===== config.mk =====
export PLATFORM = sky130hd
export DESIGN_NAME = data_ram_arbiter_flat
export DESIGN_NICKNAME = d
export VERILOG_FILES = /design/src/rtl/data_ram_arbiter_pkg.sv /design/src/rtl/data_ram_arbiter_if.sv /design/src/rtl/data_ram_arbiter_rr.sv /design/src/rtl/data_ram_arbiter.sv /design/src/flat_wrapper.sv
export SDC_FILE = /design/constraint.sdc
export NUM_CORES = 1
export LEC_CHECK = 0
export BUFFER_PORTS_ARGS = -buffer_cell sky130_fd_sc_hd__buf_2
export CAP_MARGIN = 20
export CELL_PAD_IN_SITES_DETAIL_PLACEMENT = 0
export CELL_PAD_IN_SITES_GLOBAL_PLACEMENT = 1
export CORE_MARGIN = 8
export CORE_UTILIZATION = 37
export CTS_CLUSTER_DIAMETER = 80
export DETAILED_ROUTE_END_ITERATION = 8
export GPL_ROUTABILITY_DRIVEN = 0
export PLACE_DENSITY_LB_ADDON = 0.1
export SYNTH_ARGS = -nofsm -noshare
export SYNTH_HDL_FRONTEND = slang
export SYNTH_SLANG_ARGS = --single-unit

===== constraint.sdc =====
create_clock -name clk -period 2.4 [get_ports clk]
set_clock_uncertainty 0.1 [all_clocks]
set_input_delay 0.12 -clock clk [delete_from_list [all_inputs] [get_ports clk]]
set_output_delay 0.12 -clock clk [all_outputs]
set_load 0.03 [all_outputs]

===== src/rtl/data_ram_arbiter_pkg.sv =====
// Shared types for the data RAM arbiter: FSM state encoding and
// requester port indices.
package data_ram_arb_pkg;

    typedef enum logic [1:0] {
        IDLE  = 2'd0,
        ISSUE = 2'd1,
        WAIT  = 2'd2,
        DONE  = 2'd3
    } state_e;

    localparam logic PORT0 = 1'b0;
    localparam logic PORT1 = 1'b1;

endpackage


===== src/rtl/data_ram_arbiter_if.sv =====
// Bundle of the two requester ports and the RAM command/response bus.
// The slave side is the arbiter; the master side is the surrounding system.
interface data_ram_arbiter_if #(
    parameter int width  = 8,
    parameter int length = 8
);
    logic              req0;
    logic              req1;
    logic              we0;
    logic              we1;
    logic              ind0;
    logic              ind1;
    logic [length-1:0] addr0;
    logic [length-1:0] addr1;
    logic [width-1:0]  wdata0;
    logic [width-1:0]  wdata1;
    logic              ack0;
    logic              ack1;
    logic [width-1:0]  rdata0;
    logic [width-1:0]  rdata1;
    logic              err;
    logic              busy;
    logic [length-1:0] ramAddr;
    logic [width-1:0]  ramWriteData;
    logic              ramWriteEnable;
    logic              ramReadEnable;
    logic              ramIndirect;
    logic              ramDataReady;
    logic [width-1:0]  ramReadData;

    modport slave (
        input  req0, req1, we0, we1, ind0, ind1,
        input  addr0, addr1, wdata0, wdata1,
        input  ramDataReady, ramReadData,
        output ack0, ack1, rdata0, rdata1, err, busy,
        output ramAddr, ramWriteData,
        output ramWriteEnable, ramReadEnable, ramIndirect
    );

    modport master (
        output req0, req1, we0, we1, ind0, ind1,
        output addr0, addr1, wdata0, wdata1,
        output ramDataReady, ramReadData,
        input  ack0, ack1, rdata0, rdata1, err, busy,
        input  ramAddr, ramWriteData,
        input  ramWriteEnable, ramReadEnable, ramIndirect
    );
endinterface


===== src/rtl/data_ram_arbiter_rr.sv =====
// Two-way round-robin grant: on a tie the port not served last wins.
module rr_arbiter2
    import data_ram_arb_pkg::*;
(
    input  logic req0,
    input  logic req1,
    input  logic last,
    output logic grant,
    output logic any
);
    always_comb begin
        grant = PORT0;
        if (req0 && req1) begin
            grant = (last == PORT0) ? PORT1 : PORT0;
        end else if (req1) begin
            grant = PORT1;
        end
    end

    assign any = req0 | req1;
endmodule


===== src/rtl/data_ram_arbiter.sv =====
// Shares the single-port data RAM between the load/store path (port 0)
// and the I/O/debug master (port 1), one registered RAM command per grant.
module data_ram_arbiter
    import data_ram_arb_pkg::*;
#(
    parameter int width   = 8,
    parameter int length  = 8,
    parameter int timeout = 15
) (
    input logic               clk,
    input logic               clr,
    data_ram_arbiter_if.slave bus
);
    localparam int CW = $clog2(timeout + 1);

    state_e            r_state;
    state_e            w_next;
    logic              r_last;
    logic              r_sel;
    logic              r_we;
    logic [CW-1:0]     r_cnt;
    logic              r_ack0;
    logic              r_ack1;
    logic              r_err;
    logic [width-1:0]  r_rdata0;
    logic [width-1:0]  r_rdata1;
    logic [length-1:0] r_ram_addr;
    logic [width-1:0]  r_ram_wdata;
    logic              r_ram_we;
    logic              r_ram_re;
    logic              r_ram_ind;

    logic              w_grant;
    logic              w_any;
    logic              w_load;
    logic              w_capture;
    logic              w_tmo;
    logic              w_done;
    logic              w_inc;
    logic              w_we;
    logic              w_ind;
    logic [length-1:0] w_addr;
    logic [width-1:0]  w_wdata;

    rr_arbiter2 u_arb (
        .req0  (bus.req0),
        .req1  (bus.req1),
        .last  (r_last),
        .grant (w_grant),
        .any   (w_any)
    );

    always_comb begin
        w_we    = bus.we0;
        w_ind   = bus.ind0;
        w_addr  = bus.addr0;
        w_wdata = bus.wdata0;
        if (w_grant == PORT1) begin
            w_we    = bus.we1;
            w_ind   = bus.ind1;
            w_addr  = bus.addr1;
            w_wdata = bus.wdata1;
        end
    end

    always_comb begin
        w_next    = r_state;
        w_load    = 1'b0;
        w_capture = 1'b0;
        w_tmo     = 1'b0;
        w_done    = 1'b0;
        w_inc     = 1'b0;
        unique case (r_state)
            IDLE: begin
                if (w_any) begin
                    w_load = 1'b1;
                    w_next = ISSUE;
                end
            end
            ISSUE: begin
                if (r_we) begin
                    w_done = 1'b1;
                    w_next = DONE;
                end else begin
                    w_next = WAIT;
                end
            end
            WAIT: begin
                // A response arriving on the last allowed cycle still wins.
                if (bus.ramDataReady) begin
                    w_capture = 1'b1;
                    w_done    = 1'b1;
                    w_next    = DONE;
                end else if (r_cnt == CW'(timeout)) begin
                    w_tmo  = 1'b1;
                    w_done = 1'b1;
                    w_next = DONE;
                end else begin
                    w_inc = 1'b1;
                end
            end
            DONE: begin
                w_next = IDLE;
            end
            default: begin
                w_next = IDLE;
            end
        endcase
    end

    always_ff @(posedge clk) begin
        if (clr) begin
            r_state <= IDLE;
            r_cnt   <= '0;
        end else begin
            r_state <= w_next;
            if (r_state == ISSUE) begin
                r_cnt <= '0;
            end else if (w_inc) begin
                r_cnt <= r_cnt + CW'(1);
            end
        end
    end

    always_ff @(posedge clk) begin
        if (clr) begin
            r_last      <= PORT1;
            r_sel       <= PORT0;
            r_we        <= 1'b0;
            r_ack0      <= 1'b0;
            r_ack1      <= 1'b0;
            r_err       <= 1'b0;
            r_rdata0    <= '0;
            r_rdata1    <= '0;
            r_ram_addr  <= '0;
            r_ram_wdata <= '0;
            r_ram_we    <= 1'b0;
            r_ram_re    <= 1'b0;
            r_ram_ind   <= 1'b0;
        end else begin
            r_ram_we  <= 1'b0;
            r_ram_re  <= 1'b0;
            r_ram_ind <= 1'b0;
            r_ack0    <= 1'b0;
            r_ack1    <= 1'b0;
            r_err     <= 1'b0;
            // Strobes are loaded here so they are high exactly in ISSUE.
            if (w_load) begin
                r_sel       <= w_grant;
                r_we        <= w_we;
                r_ram_addr  <= w_addr;
                r_ram_wdata <= w_wdata;
                r_ram_we    <= w_we;
                r_ram_re    <= ~w_we;
                r_ram_ind   <= ~w_we & w_ind;
            end
            if (w_capture) begin
                if (r_sel == PORT1) begin
                    r_rdata1 <= bus.ramReadData;
                end else begin
                    r_rdata0 <= bus.ramReadData;
                end
            end
            if (w_done) begin
                r_ack0 <= (r_sel == PORT0);
                r_ack1 <= (r_sel == PORT1);
                r_err  <= w_tmo;
                r_last <= r_sel;
            end
        end
    end

    assign bus.ack0           = r_ack0;
    assign bus.ack1           = r_ack1;
    assign bus.err            = r_err;
    assign bus.rdata0         = r_rdata0;
    assign bus.rdata1         = r_rdata1;
    assign bus.busy           = (r_state != IDLE);
    assign bus.ramAddr        = r_ram_addr;
    assign bus.ramWriteData   = r_ram_wdata;
    assign bus.ramWriteEnable = r_ram_we;
    assign bus.ramReadEnable  = r_ram_re;
    assign bus.ramIndirect    = r_ram_ind;
endmodule


===== src/flat_wrapper.sv =====
// flat-port wrapper written by rule: the top's interface ports become plain ports
module data_ram_arbiter_flat import data_ram_arb_pkg::*;
#(
    parameter int width   = 8,
    parameter int length  = 8,
    parameter int timeout = 15
)
  (clk, clr, bus_req0, bus_req1, bus_we0, bus_we1, bus_ind0, bus_ind1, bus_addr0, bus_addr1, bus_wdata0, bus_wdata1, bus_ramDataReady, bus_ramReadData, bus_ack0, bus_ack1, bus_rdata0, bus_rdata1, bus_err, bus_busy, bus_ramAddr, bus_ramWriteData, bus_ramWriteEnable, bus_ramReadEnable, bus_ramIndirect);
  data_ram_arbiter_if #(.width(width), .length(length)) bus_i ();
  input logic clk;
  input logic clr;
  input wire logic [$bits(bus_i.req0)-1:0] bus_req0;
  input wire logic [$bits(bus_i.req1)-1:0] bus_req1;
  input wire logic [$bits(bus_i.we0)-1:0] bus_we0;
  input wire logic [$bits(bus_i.we1)-1:0] bus_we1;
  input wire logic [$bits(bus_i.ind0)-1:0] bus_ind0;
  input wire logic [$bits(bus_i.ind1)-1:0] bus_ind1;
  input wire logic [$bits(bus_i.addr0)-1:0] bus_addr0;
  input wire logic [$bits(bus_i.addr1)-1:0] bus_addr1;
  input wire logic [$bits(bus_i.wdata0)-1:0] bus_wdata0;
  input wire logic [$bits(bus_i.wdata1)-1:0] bus_wdata1;
  input wire logic [$bits(bus_i.ramDataReady)-1:0] bus_ramDataReady;
  input wire logic [$bits(bus_i.ramReadData)-1:0] bus_ramReadData;
  output wire logic [$bits(bus_i.ack0)-1:0] bus_ack0;
  output wire logic [$bits(bus_i.ack1)-1:0] bus_ack1;
  output wire logic [$bits(bus_i.rdata0)-1:0] bus_rdata0;
  output wire logic [$bits(bus_i.rdata1)-1:0] bus_rdata1;
  output wire logic [$bits(bus_i.err)-1:0] bus_err;
  output wire logic [$bits(bus_i.busy)-1:0] bus_busy;
  output wire logic [$bits(bus_i.ramAddr)-1:0] bus_ramAddr;
  output wire logic [$bits(bus_i.ramWriteData)-1:0] bus_ramWriteData;
  output wire logic [$bits(bus_i.ramWriteEnable)-1:0] bus_ramWriteEnable;
  output wire logic [$bits(bus_i.ramReadEnable)-1:0] bus_ramReadEnable;
  output wire logic [$bits(bus_i.ramIndirect)-1:0] bus_ramIndirect;
  assign bus_i.req0 = bus_req0;
  assign bus_i.req1 = bus_req1;
  assign bus_i.we0 = bus_we0;
  assign bus_i.we1 = bus_we1;
  assign bus_i.ind0 = bus_ind0;
  assign bus_i.ind1 = bus_ind1;
  assign bus_i.addr0 = bus_addr0;
  assign bus_i.addr1 = bus_addr1;
  assign bus_i.wdata0 = bus_wdata0;
  assign bus_i.wdata1 = bus_wdata1;
  assign bus_i.ramDataReady = bus_ramDataReady;
  assign bus_i.ramReadData = bus_ramReadData;
  assign bus_ack0 = bus_i.ack0;
  assign bus_ack1 = bus_i.ack1;
  assign bus_rdata0 = bus_i.rdata0;
  assign bus_rdata1 = bus_i.rdata1;
  assign bus_err = bus_i.err;
  assign bus_busy = bus_i.busy;
  assign bus_ramAddr = bus_i.ramAddr;
  assign bus_ramWriteData = bus_i.ramWriteData;
  assign bus_ramWriteEnable = bus_i.ramWriteEnable;
  assign bus_ramReadEnable = bus_i.ramReadEnable;
  assign bus_ramIndirect = bus_i.ramIndirect;
  data_ram_arbiter #(.width(width), .length(length), .timeout(timeout)) u_core (.clk(clk), .clr(clr), .bus(bus_i));
endmodule

== Word level (Yosys, flattened, before mapping) ==
Cells that the tools add are included.

* Register bits after elaboration: 47

* $add $sub $neg: 1
* Equal/unequal tests: 6
* Bitwise operators: 7
* Reductions and logical operators: 10
* Mux-type cells: 23

{| class="wikitable"
|+ Operator list
! operator !! number
|-
| $mux 1 || 16
|-
| $mux 8 || 2
|-
| $pmux 2 s4 || 1
|-
| $mux 2 || 3
|-
| $reduce_and 2->1 || 3
|-
| $reduce_or 2->1 || 3
|-
| $not 1->1 || 5
|-
| $add 4x1->4 const B || 1
|-
| $eq 2x2->1 const B || 2
|-
| $eq 4x4->1 const B || 1
|-
| $reduce_or 4->1 || 1
|-
| $ne 3x2->1 const B || 1
|-
| $eq 2x1->1 const B || 1
|-
| $logic_not 2->1 || 1
|-
| $ne 2x2->1 const B || 1
|-
| $pmux 1 s2 || 1
|-
| $reduce_bool 2->1 || 1
|-
| $and 1x1->1 || 1
|-
| $logic_and 1x1->1 || 1
|-
| $or 1x1->1 || 1
|}

== Depth between registers and ports, before layout ==
Gate-level depths: netlist (run 1).

* Word-level depth: 6
* Mapped depth: 7

== Cells and area by module ==
Synthesis (run 1) repeated with hierarchy kept, for this count alone.

* Cell total of the unflattened synthesis: 202
* Area total of the unflattened synthesis: 1983.2 sq um

{| class="wikitable"
|+ Modules (own cells, without submodules)
! module !! area each (sq um) !! instances !! cells each
|-
| data_ram_arbiter || 1969.4 || 1 || 200
|-
| rr_arbiter2 || 13.8 || 1 || 2
|}

== Worst setup path after synthesis (run 1) ==
No wires, ideal clock.

* Path type: reg-to-reg
* From: register u_core.r_state[0]
* To: register u_core.r_cnt[3]
* Required time: 2.230 ns
* Slack: 0.826 ns
* Setup time: 0.070 ns
* Data arrival time: 1.404 ns
* Stages on the path, launching flop included: 6
* Cell sequence: dfxtp_1 inv_1 ha_1 nand2b_4 or4_1 a21oi_1

* Word-level cells in the longest chain between the ends: 2
* Elaborated cells between the ends (all ways): 4

{| class="wikitable"
|+ RTL lines
! element !! line !! RTL
|-
| from (decl) || data_ram_arbiter.sv:16 || <nowiki>state_e r_state;</nowiki>
|-
| from (signal assigned) || data_ram_arbiter.sv:116 || <nowiki>r_state <= w_next;</nowiki>
|-
| $eq 2x2->1 / $eq 2x1->1 (equally long branches) || data_ram_arbiter.sv:73, data_ram_arbiter.sv:117 ||
|-
| $mux 1 / $reduce_or 2->1 (equally long branches) || n/a ||
|-
| to (signal assigned) || data_ram_arbiter.sv:120 || <nowiki>r_cnt <= r_cnt + CW'(1);</nowiki>
|-
| to (decl) || data_ram_arbiter.sv:21 || <nowiki>logic [CW-1:0] r_cnt;</nowiki>
|}

Parallel ways exist; a longest one is shown, timed or not.
A chain may end at the register's enable or synchronous reset.

== Worst setup path after layout (run 1) ==
* From: register u_core.r_state[0]
* To: register u_core.r_rdata0[4] (netlist: u_core.bus.rdata0[4])

* Word-level cells in the longest chain between the ends: 3

{| class="wikitable"
|+ RTL lines
! element !! line !! RTL
|-
| $eq 2x2->1 || data_ram_arbiter.sv:73 || <nowiki>unique case (r_state)</nowiki>
|-
| $mux 1 || data_ram_arbiter.sv:73 ||
|-
| $reduce_and 2->1 (no line) || n/a ||
|-
| to (signal assigned) || data_ram_arbiter.sv:161 || <nowiki>r_rdata0 <= bus.ramReadData;</nowiki>
|-
| to (decl) || data_ram_arbiter.sv:25 || <nowiki>logic [width-1:0] r_rdata0;</nowiki>
|}

No other way between the ends.

==> flow_summary.toml, run 1 <==
[logic_synthesis]
async_reset_ff_frac = 0
syn_avg_cell_area_um2 = 10.0
synth_compound_area_frac = 0.143
synth_area_um2 = 2010
synth-simple-area-share = 0.149
synth_flop_cell = "dfxtp_1"
ys_warn_count = 0
syn_nets = 254
synth.distinct_cells = 39
synth_cells = 200
synth-edff-count = 0
synth_xor_area_frac = 0
synth_top_family_by_area = "multiplexers"
ys_ff_latch = 47
synth_mux_area_frac = 0.169
synthAdderAreaFrac = 0.0311
seq_area_frac_synth = 0.468

[worst_hold_path]
hp-class = "input pin to flip-flop"
hold_depth = 2

[sta]
holdWs_ns = 0.0171
maxSlewHeadroom = 0.477
finalSetupViolCount = 0
max_slew.worst_pin.slew_ns = 0.784
min_period_over_period = 0.757
slew_violations = 0
layout_min_cycle_time_ns = 1.82
setup_tns_ns = 0
rsz0062_at_grt = "no"
fmax_mhz = 550
report.final.hold_viol_count = 0

[clock_tree]
clk_latency_ns = 0.29
cts_hold_buf = 9
clock_sinks = 47
htreeDepth = 2
cts.clk_slew.worst_paths_ns = 0.09
ctsLongestPathBuffers = 2
numCtsBuffers = 5
ctsRootBufferMaster = "clkbuf_8"
cts-resized-gates = 0
cts_tree = "done"
postCtsSetupBuffers = 0

[finish]
fillers = 548
final_common_cell = "buf_2"
drive_gt1_frac = 0.354
antenna_cells = 0
area_delta_synth_final_pct = 32.4
regArea_um2 = 941
fin_nets = 347
final_cell_mix = "buf_2, dfxtp_1, nor2_1"
multi_input_area_um2 = 988

[critical_path]
ff2ff_setup_slack_ns = 0.58
cp_cell_sequence = "inv_1 > ha_1 > nand3b_1 > mux2i_1 > nor2_1"
worst_path_largest_cell_delay_ns = 0.44
cp-start-kind = "flip-flop"
critical-path-top-delay-family = "simple AND/OR/NAND/NOR gates"
critical_path_buf_inv_count = 1
crit_path_end_kind = "flip-flop"
arrival_ns = 1.88
worstSetupPathType = "flip-flop to flip-flop"
rr_worst_depth = 5
worst-path-stages = 5
slowest_stage = "nand3b_1"
cp.required_ns = 2.46
worstPathMaxFanout = 8

[floorplan]
pin_count = 88
die_y_um = 89.7
die_area_um2 = 8050
rows = 27
die_width_um = 89.7
start_util = 0.374
design.core.area_um2 = 5370

[drt]
wl_um = 4930
via_count = 1714
dr.pass1.iters = 4
wl_per_cell_um = 13.5
drc = 0
drt_iter0_markers = 55
antenna_left = 0
routed_via_density = 4.68

[power]
leakagePower_nw = 1.30
p_per_area_nw_per_um2 = 916
irDropWorstVdd_mv = 0.501
p_total_mw = 2.44

[job]
drv_cap = 0

[grt]
grt_pass1_vias = 1658
grt_max_degree = 44
overflow = 0
antenna_found_initial = 0
gr-usage-all-layers = 0.126
grt_pass1_wl_um = 7890

[placement]
port_buffers = 87
dp_hpwl_um = 3640

[run_status]
status = "finished clean"
flip-flops by register name, summed over array words and instances (netlist names):
| name | count |
|---|---|
| u_core.r_we | 1 |
| u_core.r_sel | 1 |
| u_core.r_state | 2 |
| u_core.bus.ramWriteData | 8 |
| u_core.r_last | 1 |
| u_core.bus.ramAddr | 8 |
| u_core.bus.ack1 | 1 |
| u_core.bus.rdata1 | 8 |
| u_core.bus.ramWriteEnable | 1 |
| u_core.bus.rdata0 | 8 |
| u_core.bus.ramReadEnable | 1 |
| u_core.r_cnt | 4 |
| u_core.bus.err | 1 |
| u_core.bus.ack0 | 1 |
| u_core.bus.ramIndirect | 1 |
stage by stage:
step | utilization | area, um^2 | cells | worst slack [ns]
after floorplan | - | 2010 | 200 | 0.826
after global placement | 0.463 | 2480 | 349 | 0.638
after detailed placement | 0.463 | 2480 | 349 | 0.561
after CTS | 0.495 | 2660 | 366 | 0.547
after global routing | 0.495 | 2660 | 366 | 0.335
final | 0.495 | 2660 | 366 | 0.583
layer usage:
layer  global-route usage  vias up  routed length, um
met2                0.212       43               2350
met4               0.0363        0                 53
met1                0.142      764               2110
met3               0.0500        6                413
met5                    0        -                  0
li1                     -      901                  -
cell type report:
class,count,share of cell area
Clock inverter,2,0.00470
Sequential cell,47,0.354
Multi-Input combinational cell,137,0.372
Inverter,4,0.00564
Timing Repair Buffer,98,0.203
Clock buffer,6,0.0273
Tap cell,72,0.0339
cell usage after synthesis, types with 3 or more instances:
master     n  area [um^2]
nand2b_1   3         18.8
a21oi_1    4         20.0
nand3_1    3         15.0
a211oi_1  19          143
inv_1      4         15.0
nor2_1    35          131
clkbuf_1   5         18.8
o21ai_0    3         15.0
mux2i_1   34          340
dfxtp_1   47          941
ha_1       5         62.6
buf_2      4         20.0
path summary, 6_finish.rpt:
check,end,startpoint
setup / recovery,u_core.bus.rdata0[4],u_core.r_state[0]
hold / removal,u_core.bus.err,bus_ramDataReady
setup reg to reg,u_core.bus.rdata0[4],u_core.r_state[0]
hold reg to reg,u_core.bus.rdata1[2],u_core.bus.rdata1[2]
kinds of logic after synthesis:
group,Yosys count
AND/OR/NAND/NOR,60
multiplexers,34
buffers and inverters,16
AO/OA/AOI/OAI,38
flip-flops,47
adder cells (fa/ha/maj),5
worst register-to-register path: stages (launching register included):
cell and delay, ns:
dfxtp_1 0.33, inv_1 0.13, ha_1 0.35, nand3b_1 0.44
mux2i_1 0.28, nor2_1 0.05
power by group:
part           internal (mW)  leakage (nW)  total (mW)  switching [mW]
clock                  0.204        0.0412       0.463           0.259
combinational          0.328         0.873       0.963           0.634
sequential             0.933         0.384        1.01          0.0769
total                   1.47          1.30        2.44           0.970
Note: power is estimated with default switching activity, not from simulation.
==> run 2, diff against run 1 <==
- CORE_UTILIZATION: 37 -> 34
- clock period: 2.4 -> 1.9 ns (I/O delays scaled with it)
==> run 2 against run 1 <==
Flip-flop and latch count unchanged. Register-to-register slack worse by 0.43 ns. Clock-buffer cell count down 1. Sequential power up 27%. Design area up 2.9%. Fmax up 3.7%. Power up 30%. Utilization down 2.4 points. Setup slack worse by 0.43 ns. Die area up 7.2%. Critical path type unchanged. Largest power group unchanged.
==> flow_summary.toml, run 2 (synthesized netlist as in run 1, its figures left out) <==
[floorplan]
die_width_um = 92.9
die_area_um2 = 8630
rows = 28
design.core.area_um2 = 5820
die_y_um = 92.9
start_util = 0.346
pin_count = 88

[critical_path]
cp.required_ns = 2.02
arrival_ns = 1.87
worstPathMaxFanout = 11
crit_path_end_kind = "flip-flop"
cp-start-kind = "flip-flop"
worstSetupPathType = "flip-flop to flip-flop"

[grt]
antenna_found_initial = 0
grt_max_degree = 35
gr-usage-all-layers = 0.122
grt_pass1_wl_um = 8680
grt_pass1_vias = 1836
overflow = 0

[sta]
max_slew.worst_pin.slew_ns = 0.496
report.final.hold_viol_count = 0
finalSetupViolCount = 0
rsz0062_at_grt = "no"
setup_tns_ns = 0
fmax_mhz = 571
slew_violations = 0
maxSlewHeadroom = 0.666
layout_min_cycle_time_ns = 1.75
holdWs_ns = 0.0225
min_period_over_period = 0.922

[drt]
wl_per_cell_um = 13.6
dr.pass1.iters = 4
drc = 0
wl_um = 5110
antenna_left = 0
routed_via_density = 4.70
drt_iter0_markers = 76
via_count = 1764

[clock_tree]
ctsLongestPathBuffers = 2
cts.clk_slew.worst_paths_ns = 0.10
ctsRootBufferMaster = "clkbuf_8"
cts-resized-gates = 0
clock_sinks = 47
htreeDepth = 2
numCtsBuffers = 5
cts_tree = "done"
clk_latency_ns = 0.30

[finish]
antenna_cells = 0
final_area_um2 = 2740
fin_nets = 353
final_cell_mix = "buf_2, dfxtp_1, nor2_1"
area_delta_synth_final_pct = 36.2
final_common_cell = "buf_2"
drive_gt1_frac = 0.360

[power]
leakagePower_nw = 1.33
irDropWorstVdd_mv = 0.495
p_per_area_nw_per_um2 = 1150

[run_status]
status = "finished clean"

[placement]
dpl_cell_area_um2 = 2520
port_buffers = 87
dp_hpwl_um = 3890

[job]
drv_cap = 0

[worst_hold_path]
hp-class = "input pin to flip-flop"
[run 2: cell types whose count changed in the layout (fill, tap and decap cells not counted)]
cell,delta
clkinv_2,-1
clkbuf_1,-1
buf_4,+2
clkinv_4,+2
dlygate4sd3_1,+3
buf_12,+1
[run 2: path summary, 6_finish.rpt]
| check | from | to | slack, ns | depth (start not counted) |
|---|---|---|---|---|
| max | u_core.r_last | u_core.bus.ramIndirect | 0.15 | 5 |
| min | bus_wdata0[7] | u_core.bus.ramWriteData[7] | 0.02 | 3 |
| max reg2reg | u_core.r_last | u_core.bus.ramIndirect | 0.15 | 5 |
| min reg2reg | u_core.bus.ramWriteData[7] | u_core.bus.ramWriteData[7] | 0.40 | 2 |
[run 2: cell type report]
class	instances	area, um^2
inverters	4	15.0
flip-flops and latches	47	941
clock buffers	5	68.8
fillers	615	3080
multi-input cells	137	988
repair buffers	104	606
clock inverters	3	25.0
well taps	75	93.8
[run 2: report_power, final]
group / total [mW] / internal [mW] / switching [mW]
clock: 0.619 / 0.264 / 0.356
combinational: 1.26 / 0.450 / 0.810
sequential: 1.28 / 1.18 / 0.0995
[run 2: per-layer routing]
| layer | part of all wire | vias to the layer above | wire length (um) | track usage |
|---|---|---|---|---|
| met5 | 0 | - | 0 | 0 |
| met4 | 0.0078 | 0 | 40 | 0.0362 |
| met3 | 0.098 | 4 | 501 | 0.0607 |
| met2 | 0.44 | 56 | 2270 | 0.192 |
| met1 | 0.45 | 794 | 2300 | 0.144 |
| li1 | - | 910 | - | - |
[run 2: per-stage QoR]
step	total power, mW	setup WS (ns)	instances	util
global placement	2.55	0.235	355	0.434
detailed placement	2.56	0.223	355	0.434
floorplan	2.18	0.326	200	-
global route	3.37	0.0500	375	0.471
finish	3.16	0.149	375	0.471
CTS	3.21	0.160	375	0.471
[run 2: worst max-delay path: stages (launching register included)]
cell           delay (ns)
dfxtp_1              0.33
a21boi_2             0.16
buf_4                0.24
nand3b_1             0.10
dlygate4sd3_1        0.58
a211oi_2             0.17
[run 2: what timing repair did]
item / CTS / global route
hold buffers: 12 / 0
endpoints found under the hold margin: 18 / 0
setup buffers: 0 / 0
